===== config.mk =====
export PLATFORM = sky130hd
export DESIGN_NAME = dc_access_arbiter
export DESIGN_NICKNAME = d
export VERILOG_FILES = /design/src/rtl/dc_access_arbiter.sv
export SDC_FILE = /design/constraint.sdc
export NUM_CORES = 1
export LEC_CHECK = 0
export ABC_CLOCK_PERIOD_IN_PS = 1500
export CORE_AREA = 2 2 172 174
export CTS_CLUSTER_DIAMETER = 30
export DETAILED_ROUTE_END_ITERATION = 10
export DIE_AREA = 0 0 174 176
export PLACE_DENSITY = 0.63
export SKIP_LAST_GASP = 1
export SLEW_MARGIN = 40
export SYNTH_ARGS = -nofsm -noshare
export SYNTH_HDL_FRONTEND = slang
export SYNTH_SLANG_ARGS = --single-unit

===== constraint.sdc =====
create_clock -name clk -period 1.5 [get_ports clk]
set_input_delay 0.225 -clock clk [delete_from_list [all_inputs] [get_ports clk]]
set_output_delay 0.225 -clock clk [all_outputs]
set_load 0.02 [all_outputs]

===== src/rtl/dc_access_arbiter.sv =====
// dc_access_arbiter
// Shares the single data-cache access port between the memory-response
// holding register (requester 0, m_d path) and the ring-incoming holding
// register (requester 1, in_d path). One pending flit set is granted by
// round-robin and held on dc_flits until the data cache reports completion.
// The granted source then gets a one-cycle done strobe so it can clear itself.
// A watchdog aborts an access that sees no completion within TIMEOUT busy
// cycles. It strobes done to release the source and sets a sticky error flag.
//
// TIMEOUT must lie in 2..255, and CNT_W must be wide enough to hold TIMEOUT-1.

module dc_access_arbiter #(
  parameter int unsigned TIMEOUT = 255,
  parameter int unsigned CNT_W   = 8
) (
  input  logic           clk,
  input  logic           rst,
  input  logic [143:0]   m_d_areg_flits,
  input  logic           v_m_d_areg_flits,
  input  logic [143:0]   in_d_areg_flits,
  input  logic           v_in_d_areg_flits,
  input  logic           dc_done_access,
  output logic [143:0]   dc_flits,
  output logic           v_dc_flits,
  output logic           done_m_d,
  output logic           done_in_d,
  output logic           arb_busy,
  output logic           arb_grant,
  output logic           err_timeout
);

  typedef enum logic {
    IDLE = 1'b0,
    BUSY = 1'b1
  } state_e;

  // Last counter value before the watchdog fires. The first BUSY cycle
  // sees a count of 0, so the TIMEOUT-th BUSY cycle sees TIMEOUT-1.
  localparam logic [CNT_W-1:0] CNT_LAST = CNT_W'(TIMEOUT - 1);

  state_e             state_q,     state_d;
  logic [143:0]       dc_flits_q,  dc_flits_d;
  logic               arb_grant_q, arb_grant_d;
  logic [CNT_W-1:0]   cnt_q,       cnt_d;
  logic               err_q,       err_d;

  logic               any_req;
  logic               grant_sel;
  logic               timeout_hit;
  logic               release_src;

  // Round-robin pick. When both requesters are pending, the one that did not
  // win last time is chosen. Otherwise the only pending requester is chosen.
  always_comb begin
    any_req   = v_m_d_areg_flits | v_in_d_areg_flits;
    grant_sel = (v_m_d_areg_flits & v_in_d_areg_flits) ? ~arb_grant_q
                                                         : v_in_d_areg_flits;
  end

  // Watchdog expiry. A completion in the same cycle takes priority, so
  // that case does not count as a timeout.
  always_comb begin
    timeout_hit = (state_q == BUSY) && !dc_done_access && (cnt_q == CNT_LAST);
  end

  // State and datapath registers, with synchronous reset to the idle values.
  // NOTE: sequential state uses non-blocking assignments only, so every flop samples its pre-edge inputs regardless of process ordering.
  always_ff @(posedge clk) begin
    if (rst) begin
      state_q     <= IDLE;
      dc_flits_q  <= '0;
      arb_grant_q <= 1'b1;
      cnt_q       <= '0;
      err_q       <= 1'b0;
    end else begin
      state_q     <= state_d;
      dc_flits_q  <= dc_flits_d;
      arb_grant_q <= arb_grant_d;
      cnt_q       <= cnt_d;
      err_q       <= err_d;
    end
  end

  // Next-state and datapath update: grant from IDLE, and finish or abort
  // from BUSY.
  always_comb begin
    // NOTE: every signal gets a hold default before the case, so no path leaves it unassigned and no latch is inferred.
    state_d     = state_q;
    dc_flits_d  = dc_flits_q;
    arb_grant_d = arb_grant_q;
    cnt_d       = cnt_q;
    err_d       = err_q;

    unique case (state_q)
      IDLE: begin
        if (any_req) begin
          state_d     = BUSY;
          arb_grant_d = grant_sel;
          dc_flits_d  = grant_sel ? in_d_areg_flits : m_d_areg_flits;
          cnt_d       = '0;
        end
      end

      BUSY: begin
        cnt_d = cnt_q + CNT_W'(1);
        if (dc_done_access) begin
          state_d    = IDLE;
          dc_flits_d = '0;
        end else if (timeout_hit) begin
          state_d    = IDLE;
          dc_flits_d = '0;
          err_d      = 1'b1;
        end
      end

      default: begin
        state_d = IDLE;
      end
    endcase
  end

  // Output decode. The done strobes are combinational, so the granted
  // source clears at the same edge that returns the arbiter to IDLE.
  always_comb begin
    release_src = (state_q == BUSY) & (dc_done_access | timeout_hit);
    arb_busy    = (state_q == BUSY);
    v_dc_flits  = (state_q == BUSY);
    dc_flits    = dc_flits_q;
    arb_grant   = arb_grant_q;
    err_timeout = err_q;
    done_m_d    = release_src & ~arb_grant_q;
    done_in_d   = release_src &  arb_grant_q;
  end

endmodule

==> summary.md, run 1 <==
| Metric | Value |
|---|---|
| Initial antenna violation count | 1 |
| Crit path DAT | between 1500 and 2000 ps |
| Die area | about 31000 um^2 |
| Final net count | 1618 |
| Hold depth | 4 |
| Synth warn | 0 |
| Reg2Reg Depth | 10 |
| CTS tree | done |
| Die Wd | 174 um |
| Via density | 5.19 |
| Filler instances | 2802 |
| # IOs | 443 |
| Num CTS Buffers | 17 |
| Internal power | 0.00846 W |
| Largest net degree at the start of global routing | 74 |
| CP Class | flop to output pin |
| Seq/Total Area, Yosys | 43.3% |
| Status | finished with violations |
| Static leakage | 5.26 nW |
| Met3 Use GR | 6.65% |
| WL per Instance | 21.3 um |
| Cts hold-fix bufs | 0 |
| Min-delay src | v_in_d_areg_flits |
| Failing checks | negative setup slack |
| Syn Area/Cell | 8.05 um^2 |
| Worst Clk Skew | 13.7 ps |
| Post-detailed-route count of antenna-violating nets | 0 |
| Final-report hold violation count | 0 |
| Die H | 176 um |
| Cell variety after synth | 32 |
| GRT Residual Overflow | 0 |
| Post-route clock period utilization | 119% |
| Max Buffers Root-to-Sink | 2 |
| Placed cells | 1662 |
| Non-Filler Instances | ~1.7k |
| Reg clk slew, reported paths | 60 ps |
| CP Cell Sequence | inv_2, ha_2, nand4_1, o21ai_4, nor2b_4, buf_6 |
| Worst Setup SP | cnt_q[0] |
| Comb pwr share | approximately 28% |
| Starting Density | 25.1% |
| Clk pwr share | about a third |
| Slew at the pin closest to its max-slew limit | between 500 and 600 ps |
| Synthesis-to-finish area growth | 91.3% |
| GR Layer Usage met2 | 37.8% |
| Cell Area, Synth | slightly above 7000 um^2 |
| VDD IR-drop max | 588 uV |
| First drt pass iteration count | 5 |
| Syn_nets | about 1.2k |
| Number of port buffers | ~440 |
| Switching pwr | just under 0.004 W |
| Skew-Pair Late Insertion Delay | about 420 ps |
| Fin worst setup slack | -290 ps |
| Slew Limit Fails | 0 |
| Mapped Cells | 890 |
| R2r startpoint | cnt_q[0] |
| GRT busiest layer | met2 |
| Slowest-stage cell, CP | dfxtp_2 |
| Worst hold slack | 263 ps |
| Maximum clock frequency | roughly 560 MHz |
| DRT Wirelength | 36.7 mm |
| Vias in the first global route | 8743 |
| H-tree levels | 4 |
| Yosys reg bits | about 160 |
| Initial DRC Count | 657 |
| CP peak stage delay | 320 ps |
| Tmin final | around 1800 ps |
| PwrDens | between 800 and 900 nW/um^2 |
| Required @ worst endpoint | 1270 ps |
| Worst Path Max Fanout | 3 |
| Core area | 28500 um^2 |
| CTS Root Cell | clkbuf_16 |
| Site Rows | 62 |
| Setup crit start kind | flop |
| Total track usage | 21.4% |
| Layout cells sized above 1 | 12.6% |
| CP Capture Type | output pin |
| First-pass GRT wire length | 51.1 mm |
| RSZ-0062 raised after global routing | true |
| Routability congestion estimate | between 0.8 and 0.9 |
| Hold Crit Class | input pin to flop |
| Sw frac | 31.4% |
| M1 GR Usage | 25.0% |
| Detailed Place HPWL | 23.3 mm |
| Remaining DRCs | 0 |
| Worst rel slew slack | a little under two thirds |
| Vias | 8924 |
| Sequential share of power | 37.7% |
| Maxcap violations | 0 |
| Endpoints failing setup | 147 |
| Clk sink count | 155 |
-- worst paths after layout --
| check | to | slack, ps |
|---|---|---|
| setup / recovery | done_m_d | -290 |
| hold / removal | cnt_q[1] | 260 |
| setup reg to reg | dc_flits[54] | -250 |
| hold reg to reg | err_timeout | 480 |
-- synth_stat cells --
cell type	number	area, um^2
clkbuf_1	60	225
nor4b_1	1	8.76
ha_1	2	25.0
a211oi_4	1	20.0
nand2_1	3	11.3
nand3_1	400	2000
inv_1	37	139
nand2b_1	1	6.26
o21bai_2	1	11.3
o21ai_1	1	5.00
mux2i_1	1	10.0
nand4_1	4	25.0
nor2b_1	2	12.5
dfxtp_1	155	3100
o311ai_0	34	298
buf_2	39	195
a31o_2	2	17.5
o211ai_1	112	841
o2111ai_1	2	17.5
o21a_1	1	7.51
buf_4	7	52.6
buf_1	4	15.0
o21ai_0	2	10.0
o41ai_1	2	17.5
a21oi_1	3	15.0
and2_1	2	12.5
inv_2	1	3.75
nor2_1	2	7.51
nand3b_1	1	7.51
or3_1	1	6.26
nor3_1	5	25.0
nor3b_1	1	7.51
-- kinds of logic after synthesis --
family | Yosys count | share of synthesized area (%)
and+or+nand+nor | 423 | 29.8
AOI/OAI and AO/OA | 161 | 17.6
DFF | 155 | 43.3
buffers and inverters | 148 | 8.81
adders and majority gates | 2 | 0.349
muxes | 1 | 0.140
-- final cells by class --
class / instances / area, um^2 / share of cell area (%)
clock inverter: 13 / 120 / 0.877
timing repair buffer: 524 / 5560 / 40.6
multi-input combinational: 587 / 3860 / 28.1
antenna: 1 / 2.50 / 0.0183
sequential: 155 / 3110 / 22.7
inverter: 38 / 145 / 1.06
clock buffer: 18 / 429 / 3.13
tap: 384 / 480 / 3.51
-- power groups by stage --
| stage | logic [W] | clock network (W) | registers [W] |
|---|---|---|---|
| 2_1_floorplan | 0.000866 | 0 | 0.00514 |
| 3_3_place_gp | 0.00324 | 0 | 0.00474 |
| 3_5_place_dp | 0.00325 | 0 | 0.00474 |
| 4_1_cts | 0.00314 | 0.00436 | 0.00464 |
| 5_1_grt | 0.00364 | 0.00450 | 0.00468 |
| 6_report | 0.00345 | 0.00423 | 0.00464 |
-- cells in the final DEF, fill, tap and decap left out, drive strengths merged, types with 4 or more instances in the layout --
cell type        n
dlygate4sd2    144
dfxtp          155
inv             42
clkinvlp         6
clkbuf          30
nand4            4
nand3          400
o211ai         112
clkdlybuf4s50  291
buf             76
nor3             5
o311ai          34
-- what timing repair did --
| action | 4_1_cts | 5_1_grt |
|---|---|---|
| endpoints found under the setup margin | 293 | 149 |
| gates resized for setup | 186 | 86 |
| pin swaps | 2 | 3 |
| buffers inserted | 3 | 6 |
| gates cloned | 4 | 14 |
| hold endpoints to repair | 0 | 0 |
-- through the flow --
step	utilization [%]	setup TNS (ps)	area, um^2	total power, W	setup WS [ps]
2_1_floorplan	-	0	7190	0.00601	2.15
3_3_place_gp	43.1	-49700	12300	0.00798	-403
3_5_place_dp	43.1	-52700	12300	0.00799	-444
4_1_cts	45.2	-18280	12900	0.0121	-320
5_1_grt	48.0	-36200	13700	0.0128	-366
6_report	48.0	-27260	13700	0.0123	-290
-- routing by layer --
layer | vias up | part of all wire (%)
li1 | 4197 | -
met1 | 4282 | 39
met2 | 404 | 51
met3 | 41 | 8.2
met4 | 0 | 2.1
met5 | - | 0
-- sequential cells by signal (all words and copies together), names as in the netlist --
register,flops
dc_flits,144
cnt_q,8
arb_busy,1
arb_grant,1
err_timeout,1
-- critical path, delay by kind of cell (launching register included) --
family | cells | cell delay (ps)
flip-flops | 1 | 320
AO/OA/AOI/OAI | 1 | 200
adder cells (fa/ha/maj) | 1 | 150
buffers and inverters | 2 | 170
AND/OR/NAND/NOR | 2 | 320
(Power assumes the default switching activity.)
==> inputs of run 2 (changes only) <==
- CAP_MARGIN: unset -> 20
- REMOVE_ABC_BUFFERS: unset -> 1
==> run 2 against run 1 <==
Effect of this change:
- the run still ends with negative setup slack left
- die area did not move
- fmax grew 2.3%
- core utilization rose by 2.6 points
- global-route usage up 1.7 points
- clock power grew 5.9%
- wire length grew 0.86%
- final cell count is 3.2% higher
==> summary.md, run 2 (synthesis gave the netlist of run 1 again) <==
| Metric | Value |
|---|---|
| Status | finished with violations (unchanged) |
| Failing checks | negative setup slack (unchanged) |
| Initial DRC Count | 647 (was 657) |
| Worst Clk Skew | 10.4 ps (was 13.7 ps) |
| Routed wl met2 | 18.2 mm (was 18.6 mm) |
| Worst Path Max Fanout | 2 (was 3) |
| Tmin final | 1750 ps (was 1790 ps) |
| WL per Instance | 20.9 um (was 21.3 um) |
| Max FFs per register | 144 (unchanged) |
| Setup crit start kind | flop (unchanged) |
| Required @ worst endpoint | 1860 ps (was 1270 ps) |
| Fin worst setup slack | -250 ps (was -290 ps) |
| Endpoints failing setup | 142 (was 147) |
| Core area | 28500 um^2 (unchanged) |
| Final Power | 0.0128 W (was 0.0123 W) |
| CP Cell Sequence | inv_2, ha_4, nand4_1, buf_4, buf_4, buf_4, buf_4, buf_4, buf_4, nor3_4, o21a_1 (was inv_2, ha_2, nand4_1, o21ai_4, nor2b_4, buf_6) |
| Via density | 5.22 (was 5.19) |
| Remaining DRCs | 0 (unchanged) |
| Slew Limit Fails | 0 (unchanged) |
| Maxcap violations | 0 (unchanged) |
| Final-report hold violation count | 0 (unchanged) |
| First-pass GRT wire length | 55.5 mm (was 51.1 mm) |
| VDD IR-drop max | 603 uV (was 588 uV) |
| CTS tree | done (unchanged) |
| Layout cells sized above 1 | 18.0% (was 12.6%) |
| DRT Wirelength | 37.0 mm (was 36.7 mm) |
| Buf/Inv on CP | 7 (was 2) |
| # IOs | 443 (unchanged) |
| Hold Crit Class | input pin to flop (unchanged) |
| Most common cell on crit path | buf_4 |
| Crit path max-delay family | buffers and inverters (was flip-flops) |
| Site Rows | 62 (unchanged) |
| CP peak stage delay | 320 ps (about the same) |
| Synthesis-to-finish area growth | 101% (was 91.3%) |
| Routability congestion estimate | 0.855 (was 0.825) |
| Number of port buffers | 442 (unchanged) |
| Placed Instance Area | 12600 um^2 (was 12300 um^2) |
| Static leakage | 5.60 nW (was 5.26 nW) |
| Worst rel slew slack | 74.7% (was 63.7%) |
| Die area | 30600 um^2 (unchanged) |
| Hold depth | 3 (was 4) |
| Maximum clock frequency | 571 MHz (was 559 MHz) |
| Die Wd | 174 um (unchanged) |
| Crit path DAT | 2110 ps (was 1570 ps) |
| First drt pass iteration count | 8 (was 5) |
| Initial antenna violation count | 0 (was 1) |
| Vias | 9268 (was 8924) |
| Starting Density | 25.1% (unchanged) |
| Vias in the first global route | 9491 (was 8743) |
| PwrDens | 888 nW/um^2 (was 899 nW/um^2) |
| Skew-Pair Late Insertion Delay | 420 ps (about the same) |
| Clk sink count | 155 (unchanged) |
| Post-route clock period utilization | 117% (was 119%) |
| Commonest non-fill, non-tap cells in the layout | nand3_1 (363), clkdlybuf4s50_1 (291), dfxtp_1 (151), dlygate4sd2_1 (146), o211ai_1 (112) (was nand3_1 (400), clkdlybuf4s50_1 (291), dfxtp_1 (151), dlygate4sd2_1 (144), o211ai_1 (112)) |
| Detailed Place HPWL | 23.8 mm (was 23.3 mm) |
| Antenna fix cells | 0 (was 1) |
| CP Capture Type | flop (was output pin) |
| Setup WS pre-CTS | -445 ps (was -444 ps) |
| Max Buffers Root-to-Sink | 2 (unchanged) |
| Commonest non-fill, non-tap cell in the layout | nand3_1 (unchanged) |
| Num CTS Buffers | 17 (unchanged) |
| Reg clk slew, reported paths | 70 ps (was 60 ps) |
| Largest net degree at the start of global routing | 47 (was 74) |
| Uppermost routed layer | met4 (unchanged) |
| Slew at the pin closest to its max-slew limit | 378 ps (was 545 ps) |
| GRT Residual Overflow | 0 (unchanged) |
| RSZ-0062 raised after global routing | true (unchanged) |
| Slowest-stage cell, CP | dfxtp_2 (unchanged) |
| Total track usage | 23.1% (was 21.4%) |
| Final net count | 1673 (was 1618) |
| Placed cells | 1698 (was 1662) |
| Non-Filler Instances | 1775 (was 1720) |
| Critical path depth | 11 (was 6) |
| Final setup TNS | -21240 ps (was -27260 ps) |
| CP Class | flop to flop (was flop to output pin) |
| Reg2Reg Depth | 11 (was 10) |
| Met3 wire length | 2.63 mm (was 3.03 mm) |
| M1 WL | 15.1 mm (was 14.3 mm) |
| Design Area, Final | 14400 um^2 (was 13700 um^2) |
| H-tree levels | 4 (unchanged) |
| Post-detailed-route count of antenna-violating nets | 0 (unchanged) |
| Die H | 176 um (unchanged) |
| CTS Root Cell | clkbuf_16 (unchanged) |
run 2: cell count changes in the layout (fill, tap and decap cells not counted), moves of 4 or more:
cell / previous run / this run
buf_8: 0 / 7
buf_4: 36 / 69
clkbuf_16: 28 / 20
nand3_2: 0 / 35
bufbuf_16: 0 / 7
buf_16: 6 / 10
o311ai_4: 14 / 5
nand3_1: 400 / 363
o311ai_1: 2 / 9
buf_6: 3 / 13
run 2: per-stage QoR:
| step | hold slack, ps | utilization [%] |
|---|---|---|
| 6_report | 187 | 50.5 |
| 5_1_grt | 179 | 50.5 |
| 4_1_cts | 158 | 49.0 |
| 3_5_place_dp | 472 | 44.2 |
| 3_3_place_gp | 446 | 44.2 |
| 2_1_floorplan | 294 | - |
run 2: layout make-up:
class                           instances  area (um^2)
Inverter                               38          145
Clock inverter                         12          140
Multi-Input combinational cell        587         3950
Timing Repair Buffer                  579         6170
Tap cell                              384          480
Fill cell                            2723        14100
Clock buffer                           20          437
Sequential cell                       155         3110
run 2: worst paths after layout:
path / endpoint / slack [ps] / start
max reg2reg: err_timeout / -250 / cnt_q[0]
min: dc_flits[49] / 190 / v_in_d_areg_flits
max: err_timeout / -250 / cnt_q[0]
min reg2reg: err_timeout / 470 / err_timeout
run 2: routing by layer:
metal | GRT usage [%] | vias up
li1 | - | 4312
met1 | 28.0 | 4454
met2 | 40.5 | 441
met3 | 5.32 | 61
met4 | 7.60 | 0
met5 | 0 | -
run 2: report_power, final:
part           switching (W)  total [W]  internal [W]
sequential          0.000184    0.00464       0.00446
clock                0.00200    0.00448       0.00248
combinational        0.00179    0.00369       0.00190
run 2: worst reg2reg max path: stages, from the launching register on:
cell	delay [ps]
dfxtp_2	320
inv_2	60
ha_4	110
nand4_1	140
buf_4	180
buf_4	120
buf_4	120
buf_4	120
buf_4	120
buf_4	130
nor3_4	140
o21a_1	130
run 2: timing repair:
action,in CTS,in global routing
resized for setup,256,69
gates cloned,18,3
pin swaps,5,47
hold buffers,0,0
setup endpoints to repair,295,155
setup buffers,19,7
==> inputs of run 3 (changes only) <==
- ABC_CLOCK_PERIOD_IN_PS: 1500 -> 1650
- CORE_AREA: 2 2 172 174 -> 2 2 175 177
- DIE_AREA: 0 0 174 176 -> 0 0 177 179
- PLACE_DENSITY: 0.63 -> 0.59
- clock period: 1.5 -> 1.65 ns (I/O delays scaled with it)
==> run 3 against run 2 <==
Effect of this change:
- the flow still finishes with violations (negative setup slack)
- critical endpoint is now done_m_d
- final cell count shrank 0.68%
- first-iteration DRC count shrank 22%
- critical path depth fell by 5
- combinational power fell by 11%
- via count decreased by 1.5%
- register-to-register slack improved by 120 ps
- worst hold slack improved by 83 ps
- global-route usage is 3.0 points lower
- wire length decreased by 3.4%
- clock skew rose by 2.2 ps
- final area is 1.1% lower
- largest cell class unchanged
- clock-buffer cell count unchanged
==> summary.md, run 3 (synthesis gave the netlist of run 1 again) <==
| Metric | Value |
|---|---|
| CTS Root Cell | clkbuf_16 (unchanged) |
| CP peak stage delay | 330 ps (was 320 ps) |
| CTS tree | done (unchanged) |
| Core area | 30000 um^2 (was 28500 um^2) |
| Final net count | 1648 (was 1673) |
| Post-detailed-route count of antenna-violating nets | 0 (unchanged) |
| Status | finished with violations (unchanged) |
| Setup crit start kind | flop (unchanged) |
| Multi-input logic area | 3760 um^2 (was 3950 um^2) |
| Hold Crit Endpoint | cnt_q[1] (was dc_flits[49]) |
| # IOs | 443 (unchanged) |
| Tmin final | 1800 ps |
| Placed Instance Area | 12500 um^2 (was 12600 um^2) |
| H-tree levels | 4 (unchanged) |
| Fin worst setup slack | -150 ps (was -250 ps) |
| Die H | 179 um (was 176 um) |
| Worst rel slew slack | 65.6% (was 74.7%) |
| Filler instances | 2874 (was 2723) |
| R2r startpoint | cnt_q[0] (unchanged) |
| Layout cells sized above 1 | 13.8% (was 18.0%) |
| CP Capture Type | output pin (was flop) |
| First-pass GRT wire length | 49.6 mm (was 55.5 mm) |
| Maxcap violations | 0 (unchanged) |
| Maximum clock frequency | 555 MHz |
| GRT Residual Overflow | 0 (unchanged) |
| Setup slack, reg-to-reg | -130 ps (was -250 ps) |
| Final setup TNS | -5550 ps (was -21240 ps) |
| Design Area, Final | 14300 um^2 (was 14400 um^2) |
| Vias | 9132 (was 9268) |
| Reg clk slew, reported paths | 60 ps (was 70 ps) |
| Synthesis-to-finish area growth | 99.2% (was 101%) |
| Max Buffers Root-to-Sink | 2 (unchanged) |
| Worst Path Max Fanout | 3 (was 2) |
| Starting Density | 23.8% (was 25.1%) |
| Initial antenna violation count | 2 (was 0) |
| FF-to-FF End | dc_flits[123] (was err_timeout) |
| Vias in the first global route | 8550 (was 9491) |
| WL per Instance | 20.3 um (was 20.9 um) |
| Reg2Reg Depth | 10 (was 11) |
| CP Class | flop to output pin (was flop to flop) |
| Hold Crit Class | input pin to flop (unchanged) |
| Post-route clock period utilization | 109% |
| Num CTS Buffers | 17 (unchanged) |
| Via density | 5.18 (was 5.22) |
| Endpoints failing setup | 82 (was 142) |
| Initial DRC Count | 502 (was 647) |
| Seq. cell area | 3110 um^2 (about the same) |
| Largest net degree at the start of global routing | 108 (was 47) |
| Slowest-stage cell, CP | dfxtp_2 (unchanged) |
| Worst Clk Skew | 12.5 ps (was 10.4 ps) |
| Static leakage | 6.27 nW (was 5.60 nW) |
| Remaining DRCs | 0 (unchanged) |
| Die Wd | 177 um (was 174 um) |
| First drt pass iteration count | 5 (was 8) |
| Required @ worst endpoint | 1400 ps (was 1860 ps) |
| VDD IR-drop max | 568 uV (was 603 uV) |
| Skew-Pair Late Insertion Delay | 420 ps (about the same) |
| RSZ-0062 raised after global routing | true (unchanged) |
| DRT Wirelength | 35.8 mm (was 37.0 mm) |
| Min-delay src | v_in_d_areg_flits (unchanged) |
| Number of port buffers | 442 (unchanged) |
| Slew at the pin closest to its max-slew limit | 516 ps (was 378 ps) |
| CP Cell Sequence | inv_2, ha_4, nand4_1, o21ai_4, nor2b_1, buf_4 (was inv_2, ha_4, nand4_1, buf_4, buf_4, buf_4, buf_4, buf_4, buf_4, nor3_4, o21a_1) |
| Total track usage | 20.1% (was 23.1%) |
| Crit path DAT | 1550 ps (was 2110 ps) |
| Commonest non-fill, non-tap cell in the layout | nand3_1 (unchanged) |
| Clk sink count | 155 (unchanged) |
| Final-report hold violation count | 0 (unchanged) |
| Failing checks | negative setup slack (unchanged) |
| Detailed Place HPWL | 22.7 mm (was 23.8 mm) |
| Hold depth | 4 (was 3) |
| Commonest non-fill, non-tap cells in the layout | nand3_1 (396), clkdlybuf4s50_1 (301), dfxtp_1 (151), o211ai_1 (112), dlymetal6s2s_1 (74) (was nand3_1 (363), clkdlybuf4s50_1 (291), dfxtp_1 (151), dlygate4sd2_1 (146), o211ai_1 (112)) |
| Fin util | 47.5% (was 50.5%) |
| Slew Limit Fails | 0 (unchanged) |
| PwrDens | 799 nW/um^2 (was 888 nW/um^2) |
| Routability congestion estimate | 0.765 (was 0.855) |
| Die area | 31700 um^2 (was 30600 um^2) |
| Site Rows | 64 (was 62) |
| Max FFs per register | 144 (unchanged) |
## run 3: cell count changes in the layout (fill, tap and decap cells not counted), sizes merged, moves of 4 or more
cell,change
dlymetal6s2s,+74
clkbuf,+4
clkdlybuf4s50,+10
bufbuf,-7
dlygate4sd2,-84
clkinv,+4
buf,-24
## run 3: final cells by class
| type | instances | share of cell area [%] |
|---|---|---|
| well taps | 396 | 3.47 |
| inverters | 38 | 1.01 |
| clock inverters | 12 | 0.737 |
| repair buffers | 554 | 43.4 |
| multi-input cells | 587 | 26.4 |
| clock buffers | 20 | 3.20 |
| diodes | 1 | 0.0175 |
| flip-flops and latches | 155 | 21.8 |
## run 3: what timing repair did
action | 4_1_cts | 5_1_grt
buffers inserted | 12 | 16
pin swaps | 5 | 8
gates resized for setup | 118 | 157
endpoints found under the setup margin | 140 | 223
hold buffers | 0 | 0
cloned | 6 | 11
## run 3: per-stage QoR
stage / total power (W) / setup slack (ps) / hold WS [ps] / cells
floorplan: 0.00533 / -7300 / 317 / 780
global placement: 0.00731 / -391 / 449 / 1690
detailed placement: 0.00732 / -441 / 473 / 1690
CTS: 0.0113 / -193 / 248 / 1737
global route: 0.0119 / -230 / 295 / 1762
finish: 0.0114 / -150 / 270 / 1763
## run 3: worst max-delay path, delay by kind of cell (launching register included)
kind	cells	cell delay (ps)
AOI/OAI and AO/OA	1	200
DFF	1	330
buffers and inverters	2	210
and+or+nand+nor	2	300
adders and majority gates	1	110
## run 3: worst max path at each step
stage,slack (ps),cells after the start,to,from
3_5_place_dp,-440,5,dc_flits[105],dc_done_access
5_1_grt,-230,6,done_m_d,cnt_q[0]
6_report,-150,6,done_m_d,cnt_q[0]
2_1_floorplan,-7300,3,dc_flits[0],arb_busy
4_1_cts,-190,6,done_m_d,cnt_q[0]
3_3_place_gp,-390,5,done_m_d,dc_done_access
## run 3: per-layer routing
| metal | GRT usage (%) | share of wire (%) | vias up |
|---|---|---|---|
| met5 | 0 | 0.036 | - |
| met4 | 4.86 | 1.9 | 2 |
| met3 | 6.06 | 9.1 | 36 |
| met2 | 33.4 | 47 | 429 |
| met1 | 25.3 | 41 | 4398 |
| li1 | - | - | 4267 |
## run 3: power by group
part           switching [W]  internal (W)
combinational        0.00158       0.00173
sequential          0.000167       0.00406
clock                0.00181       0.00205
